===== src/rtl/mem_port_arbiter.sv =====
// Shares one single-ported memory between the fetch and data ports, one transaction at a time.
// Optional ARB_FAIR_EN bounds consecutive data grants while a fetch waits (MAX_DATA_RUN).
module mem_port_arbiter #(
  parameter int WORD_SIZE    = 16,
  parameter int READ_LATENCY = 1,
  parameter int MAX_DATA_RUN = 4
) (
  input  logic                 Clock,
  input  logic                 Reset,
  input  logic                 InstrReq,
  input  logic [WORD_SIZE-1:0] InstrAddr,
  output logic [WORD_SIZE-1:0] InstrIn,
  output logic                 InstrWaitreq,
  input  logic                 DataRead,
  input  logic                 DataWrite,
  input  logic [WORD_SIZE-1:0] DataAddr,
  input  logic [WORD_SIZE-1:0] DataOut,
  output logic [WORD_SIZE-1:0] DataIn,
  output logic                 DataWaitreq,
  output logic [WORD_SIZE-1:0] MemAddr,
  output logic                 MemRead,
  output logic                 MemWrite,
  output logic [WORD_SIZE-1:0] MemWriteData,
  input  logic [WORD_SIZE-1:0] MemReadData,
  input  logic                 MemWaitreq
);
  localparam int LAT_W = $clog2(READ_LATENCY + 1);

  typedef enum logic [1:0] {IDLE, ISSUE, WAIT, RESP} state_t;

  state_t               state, state_nxt;
  logic                 grant_instr, is_write;
  logic [LAT_W-1:0]     lat_cnt;
  logic [WORD_SIZE-1:0] rdata_q;
  logic                 data_req, any_req, pick_instr;

  // Unsupported parameter values show up as this block in the elaborated hierarchy.
  if (READ_LATENCY < 1 || MAX_DATA_RUN < 1) begin : g_illegal_params
  end

  assign data_req = DataRead | DataWrite;
  assign any_req  = data_req | InstrReq;

`ifdef ARB_FAIR_EN
  localparam int RUN_W = $clog2(MAX_DATA_RUN + 1);
  logic [RUN_W-1:0] run_cnt;
  logic             fetch_due;

  assign fetch_due  = InstrReq && (run_cnt >= RUN_W'(MAX_DATA_RUN));
  assign pick_instr = InstrReq && (!data_req || fetch_due);

  // Counts data wins only while a fetch is being held off.
  always_ff @(posedge Clock or posedge Reset) begin
    if (Reset)                        run_cnt <= '0;
    else if (state == IDLE && any_req) begin
      if (pick_instr || !InstrReq)    run_cnt <= '0;
      else                            run_cnt <= run_cnt + 1'b1;
    end
  end
`else
  assign pick_instr = InstrReq && !data_req;
`endif

  always_ff @(posedge Clock or posedge Reset) begin
    if (Reset) state <= IDLE;
    else       state <= state_nxt;
  end

  always_comb begin
    state_nxt = state;
    case (state)
      IDLE:    if (any_req) state_nxt = ISSUE;
      ISSUE:   if (!MemWaitreq) state_nxt = is_write ? RESP : WAIT;
      WAIT:    if (lat_cnt == '0) state_nxt = RESP;
      RESP:    state_nxt = IDLE;
      default: state_nxt = IDLE;
    endcase
  end

  always_ff @(posedge Clock or posedge Reset) begin
    if (Reset) begin
      MemAddr      <= '0;
      MemWriteData <= '0;
      MemRead      <= 1'b0;
      MemWrite     <= 1'b0;
      rdata_q      <= '0;
      lat_cnt      <= '0;
      grant_instr  <= 1'b0;
      is_write     <= 1'b0;
    end else begin
      case (state)
        IDLE: if (any_req) begin
          grant_instr <= pick_instr;
          if (pick_instr) begin
            MemAddr  <= InstrAddr;
            MemRead  <= 1'b1;
            MemWrite <= 1'b0;
            is_write <= 1'b0;
          end else begin
            // Read+write together is resolved as a write.
            MemAddr      <= DataAddr;
            MemWriteData <= DataOut;
            MemRead      <= !DataWrite;
            MemWrite     <= DataWrite;
            is_write     <= DataWrite;
          end
        end
        ISSUE: if (!MemWaitreq) begin
          MemRead  <= 1'b0;
          MemWrite <= 1'b0;
          lat_cnt  <= LAT_W'(READ_LATENCY - 1);
        end
        WAIT: begin
          if (lat_cnt == '0) rdata_q <= MemReadData;
          else               lat_cnt <= lat_cnt - 1'b1;
        end
        default: ;
      endcase
    end
  end

  assign InstrWaitreq = InstrReq && !(state == RESP && grant_instr);
  assign DataWaitreq  = data_req && !(state == RESP && !grant_instr);
  assign InstrIn      = rdata_q;
  assign DataIn       = rdata_q;
endmodule


===== config.mk =====
export PLATFORM = sky130hd
export DESIGN_NAME = mem_port_arbiter
export DESIGN_NICKNAME = d
export VERILOG_FILES = /design/src/rtl/mem_port_arbiter.sv
export SDC_FILE = /design/constraint.sdc
export NUM_CORES = 1
export LEC_CHECK = 0
export ABC_AREA = 0
export CAP_MARGIN = 10
export CORE_AREA = 2 2 81 83
export CTS_BUF_LIST = sky130_fd_sc_hd__clkbuf_4 sky130_fd_sc_hd__clkbuf_8
export CTS_CLUSTER_DIAMETER = 50
export DETAILED_ROUTE_END_ITERATION = 8
export DIE_AREA = 0 0 83 85
export PLACE_DENSITY = 0.81
export SLEW_MARGIN = 10
export SYNTH_ARGS = -nofsm -noshare
export SYNTH_HDL_FRONTEND = slang
export SYNTH_SLANG_ARGS = --single-unit

===== constraint.sdc =====
create_clock -name Clock -period 2.6 [get_ports Clock]
set_clock_uncertainty 0.2 [all_clocks]
set_input_delay 0.52 -clock Clock [delete_from_list [all_inputs] [get_ports Clock]]
set_output_delay 0.52 -clock Clock [all_outputs]
set_load 0.02 [all_outputs]

==> results list <==
* Share of the synthesized netlist area taken by xor and xnor gates: 0%
* Most frequently used flop master after synthesis: sky130_fd_sc_hd__dfrtp_1
- Counting the buffers created by CTS gives 5.
* I/O pin total: 138
- H-tree depth reported by CTS: 2
- Summing the areas of all compound-gate instances in the mapped netlist gives 10.7% of the synthesized area.
- Share of synthesized cell area in and, or, nand and nor gates: 10.7%
- In this run the power spent charging and discharging nets is 1.88 mW.
* Row Count: 29
- Post-synth design cell area: 2370 um^2
- The root buffer cell chosen for the clock tree is sky130_fd_sc_hd__clkbuf_8.
- In this run the post-CTS setup repair buffer count came out at 0.
- Global routing used 16.7% of the available tracks across all layers.
- Global-route wire length before repair: 9.63 mm
- Setup repair after global routing left no endpoint under its margin.
- Each instance of the synthesized netlist takes up on average 11.1 um^2.
- Net count of the finished layout: 414
* Portion of the post-synthesis area used by sequential elements: 57.1%
- The worst path in the final design needs a cycle of 2.52 ns, including I/O delays and setup.
- TritonCTS built the clock tree.
- In the routed design, unresolved DRC markers number 0.
* Share of cells above drive strength 1: 11.5%
- For flop-to-flop paths, the worst setup slack is 0.41 ns.
* Final setup fails: 0
* Part of the power in combinational logic: 58.2%
- Series of cell instances along the critical path: clkdlybuf4s50_1 > nor2_1 > a21oi_1 > clkdlybuf4s50_1
- Placer Congestion: 0.774
- Clock-pin slew was measured on the worst setup and hold paths at 0.09 ns.
- Post-route design area: 3820 um^2
* Worst ir drop on vdd: 0.752 mV
* Number of distinct library cells after synthesis: 29
- Seq. cell area: 1350 um^2
- Synthesized netlist net count: 288
- Vias post-DR: 2006
- The initial antenna violation count was 0.
- The synthesized design contains 54 register bits.
- At the worst endpoint, the required time is 1.88 ns.
* Per-cell routed wire length: 14.2 um
- Vertical die dimension: 85 um
* Max-slew violation count: 0
- The core region is 6200 um^2.
- The min-delay analysis places its worst path in the category reg -> reg.
- The layout has 508 filler cells.
* Antenna Violating Nets Remaining: 0
- Of all flip-flops after synthesis, the portion carrying an async set or reset was 100%.
- Detailed placer's ending HPWL: 4.61 mm
- Yosys warns: 0
- Final hold violation count: 0
- The area growth from synthesis to layout is 61.6%.
* Sequential fraction of design power: 31.9%
* Area share of fa/ha/maj cells after synthesis: 2.64%
* Start-to-end type of the worst setup path: in -> out
* Buffers on Ports: 137
- For this configuration, the core starts out at a cell density of 38.1%.
- Detailed Route Iter0 Violations: 90
- MaxCap Viol Count: 0
- Across all hold checks on the routed design, the worst slack comes to 0.282 ns.
* Switching share of total power: 39.5%
* Top Family by Delay on Critical Path: buffers and inverters
- After detailed routing, the number of vias per cell comes to 4.81.
- Critical path capture point type: output pin
* Clock Sinks: 54
- Number of global-route vias before repair: 1985
* Leading area contributor after synthesis: sky130_fd_sc_hd__dfrtp_1
* Total leakage power: 1.77 nW
- Gate count of the mapped netlist: 213
* Cell Count Post-Placement: 409
- By area, the combinational part of the netlist is dominated by simple AND/OR/NAND/NOR gates.
* Internal portion of total power: 2.88 mW
- The worst path uses 96.8% of the clock period.
* Setup TNS after final layout: 0 ns
* Clock share of power: 10.0%
- The clock reaches the later pin of the worst-skew pair after 0.30 ns.
- Derived from the worst setup path, the maximum achievable clock frequency is 397 MHz.
- Die ar.: 7060 um^2
* Cell Pwr Density: 1250 nW/um^2
* Post-place instance area: 3730 um^2
* Antenna fix cells: 0
- Largest incremental delay on the critical path: 0.61 ns
- After synthesis, the cell types taking the most area are sky130_fd_sc_hd__dfrtp_1, sky130_fd_sc_hd__nand2_1, sky130_fd_sc_hd__mux2_2, sky130_fd_sc_hd__a222oi_1, sky130_fd_sc_hd__buf_4.
- Post-layout instance count excluding filler cells: 417
- Number of enable-type register cells in the synthesized netlist: 0
- The first detailed-routing pass took 6 iterations.
* Number of buffers between clock root and the deepest sink: 2
- Count of buffering cells on the critical path with inverters included: 2
- Area taken by multi-input logic gates: 764 um^2
- Measured along the x axis, the die boundary spans 83 um.
* Drt total wl: 5.93 mm
- The most numerous cell type found on the critical path is sky130_fd_sc_hd__clkdlybuf4s50_1.
- Crit path max-delay cell type: sky130_fd_sc_hd__clkdlybuf4s50_1
* Status: complete, no violations
- Largest fanout on the critical path: 2
* Synth top area share: 57.1%
- Mux cell area share after synthesis: 8.25%
- Critical path startpoint category: input pin
* Congestion Overflow GR: 0
- Slew Limit Headroom: 51.6%
* Arrival time at the worst endpoint: 1.80 ns
- For the pin with the worst max-slew slack, the measured transition is 0.725 ns.
* Maximum number of pins on one net before global-route repair: 22
state kept, by name (all words and copies together) (netlist names):
signal and flops:
grant_instr 1, MemWrite 1, MemRead 1, DataIn 16, state 2, MemAddr 16
is_write 1, MemWriteData 16
layout by cell type (no fill, tap or decap), types with 5 or more instances in the layout:
cell                              count
sky130_fd_sc_hd__dfrtp_1             54
sky130_fd_sc_hd__buf_4                9
sky130_fd_sc_hd__a222oi_1            13
sky130_fd_sc_hd__clkdlybuf4s50_1    136
sky130_fd_sc_hd__mux2_2              16
sky130_fd_sc_hd__nand2_1             52
sky130_fd_sc_hd__inv_1               19
sky130_fd_sc_hd__ha_1                 5
sky130_fd_sc_hd__a21oi_1              5
sky130_fd_sc_hd__clkbuf_8             6
power by group through the flow:
stage / clock [mW] / combinational (mW) / sequential (mW)
5_1_grt: 0.528 / 2.95 / 1.58
6_report: 0.474 / 2.77 / 1.52
4_1_cts: 0.497 / 2.80 / 1.52
2_1_floorplan: 0 / 1.17 / 1.96
3_5_place_dp: 0 / 2.80 / 1.53
3_3_place_gp: 0 / 2.75 / 1.51
tightest hold or removal path: cells and delay by family (launching register included):
| family | cells | cell delay [ns] |
|---|---|---|
| flops | 1 | 0.35 |
| simple gates | 2 | 0.11 |
cell type report:
type                       count  area share, %
timing repair buffer         146           37.7
sequential                    54           35.3
multi-input combinational    112           20.0
tap                           77           2.52
clock buffer                   7           2.36
inverter                      20           1.96
clock inverter                 1          0.131
worst paths after layout:
kind / startpoint / end / depth (start not counted)
max in group asynchronous: Reset / grant_instr / 3
min reg2reg: MemWriteData[0] / MemWriteData[0] / 2
min: MemWriteData[0] / MemWriteData[0] / 2
max: DataWrite / DataWaitreq / 4
max reg2reg: state[0] / state[1] / 5
min in group asynchronous: Reset / DataIn[12] / 2
cell families (layout without fill, tap and decap cells):
logic type,after synthesis,after routing
compound gates,31,31
simple gates,59,59
mux,17,17
flops,54,54
buf+inv,47,174
fa+ha+maj,5,5
routing by layer:
| layer | global-route usage (%) | wire length (um) | up-vias |
|---|---|---|---|
| met5 | 0 | 0 | - |
| met4 | 3.73 | 70 | 0 |
| met3 | 5.35 | 468 | 8 |
| met2 | 30.2 | 2930 | 100 |
| met1 | 19.5 | 2460 | 941 |
| li1 | - | - | 957 |
repair_timing:
item	4_1_cts	5_1_grt
gates resized for setup	0	1
hold buffers	0	0
endpoints found under the setup margin	0	1
per-stage QoR:
stage,setup WS (ns),power (mW),utilization [%]
2_1_floorplan,0.565,3.13,-
5_1_grt,0.0320,5.05,61.6
3_5_place_dp,0.0715,4.33,60.1
3_3_place_gp,0.102,4.26,60.1
4_1_cts,0.0598,4.82,61.6
6_report,0.0842,4.76,61.6
cells in the mapped netlist (all sizes together) (2+ instances only):
cell type,instances
mux2,17
a21oi,5
buf,21
a222oi,13
clkbuf,6
o22ai,3
nand2,52
ha,5
nor2,2
o211ai,2
dfrtp,54
inv,20
No activity file was read; power rests on OpenSTA's default activity.
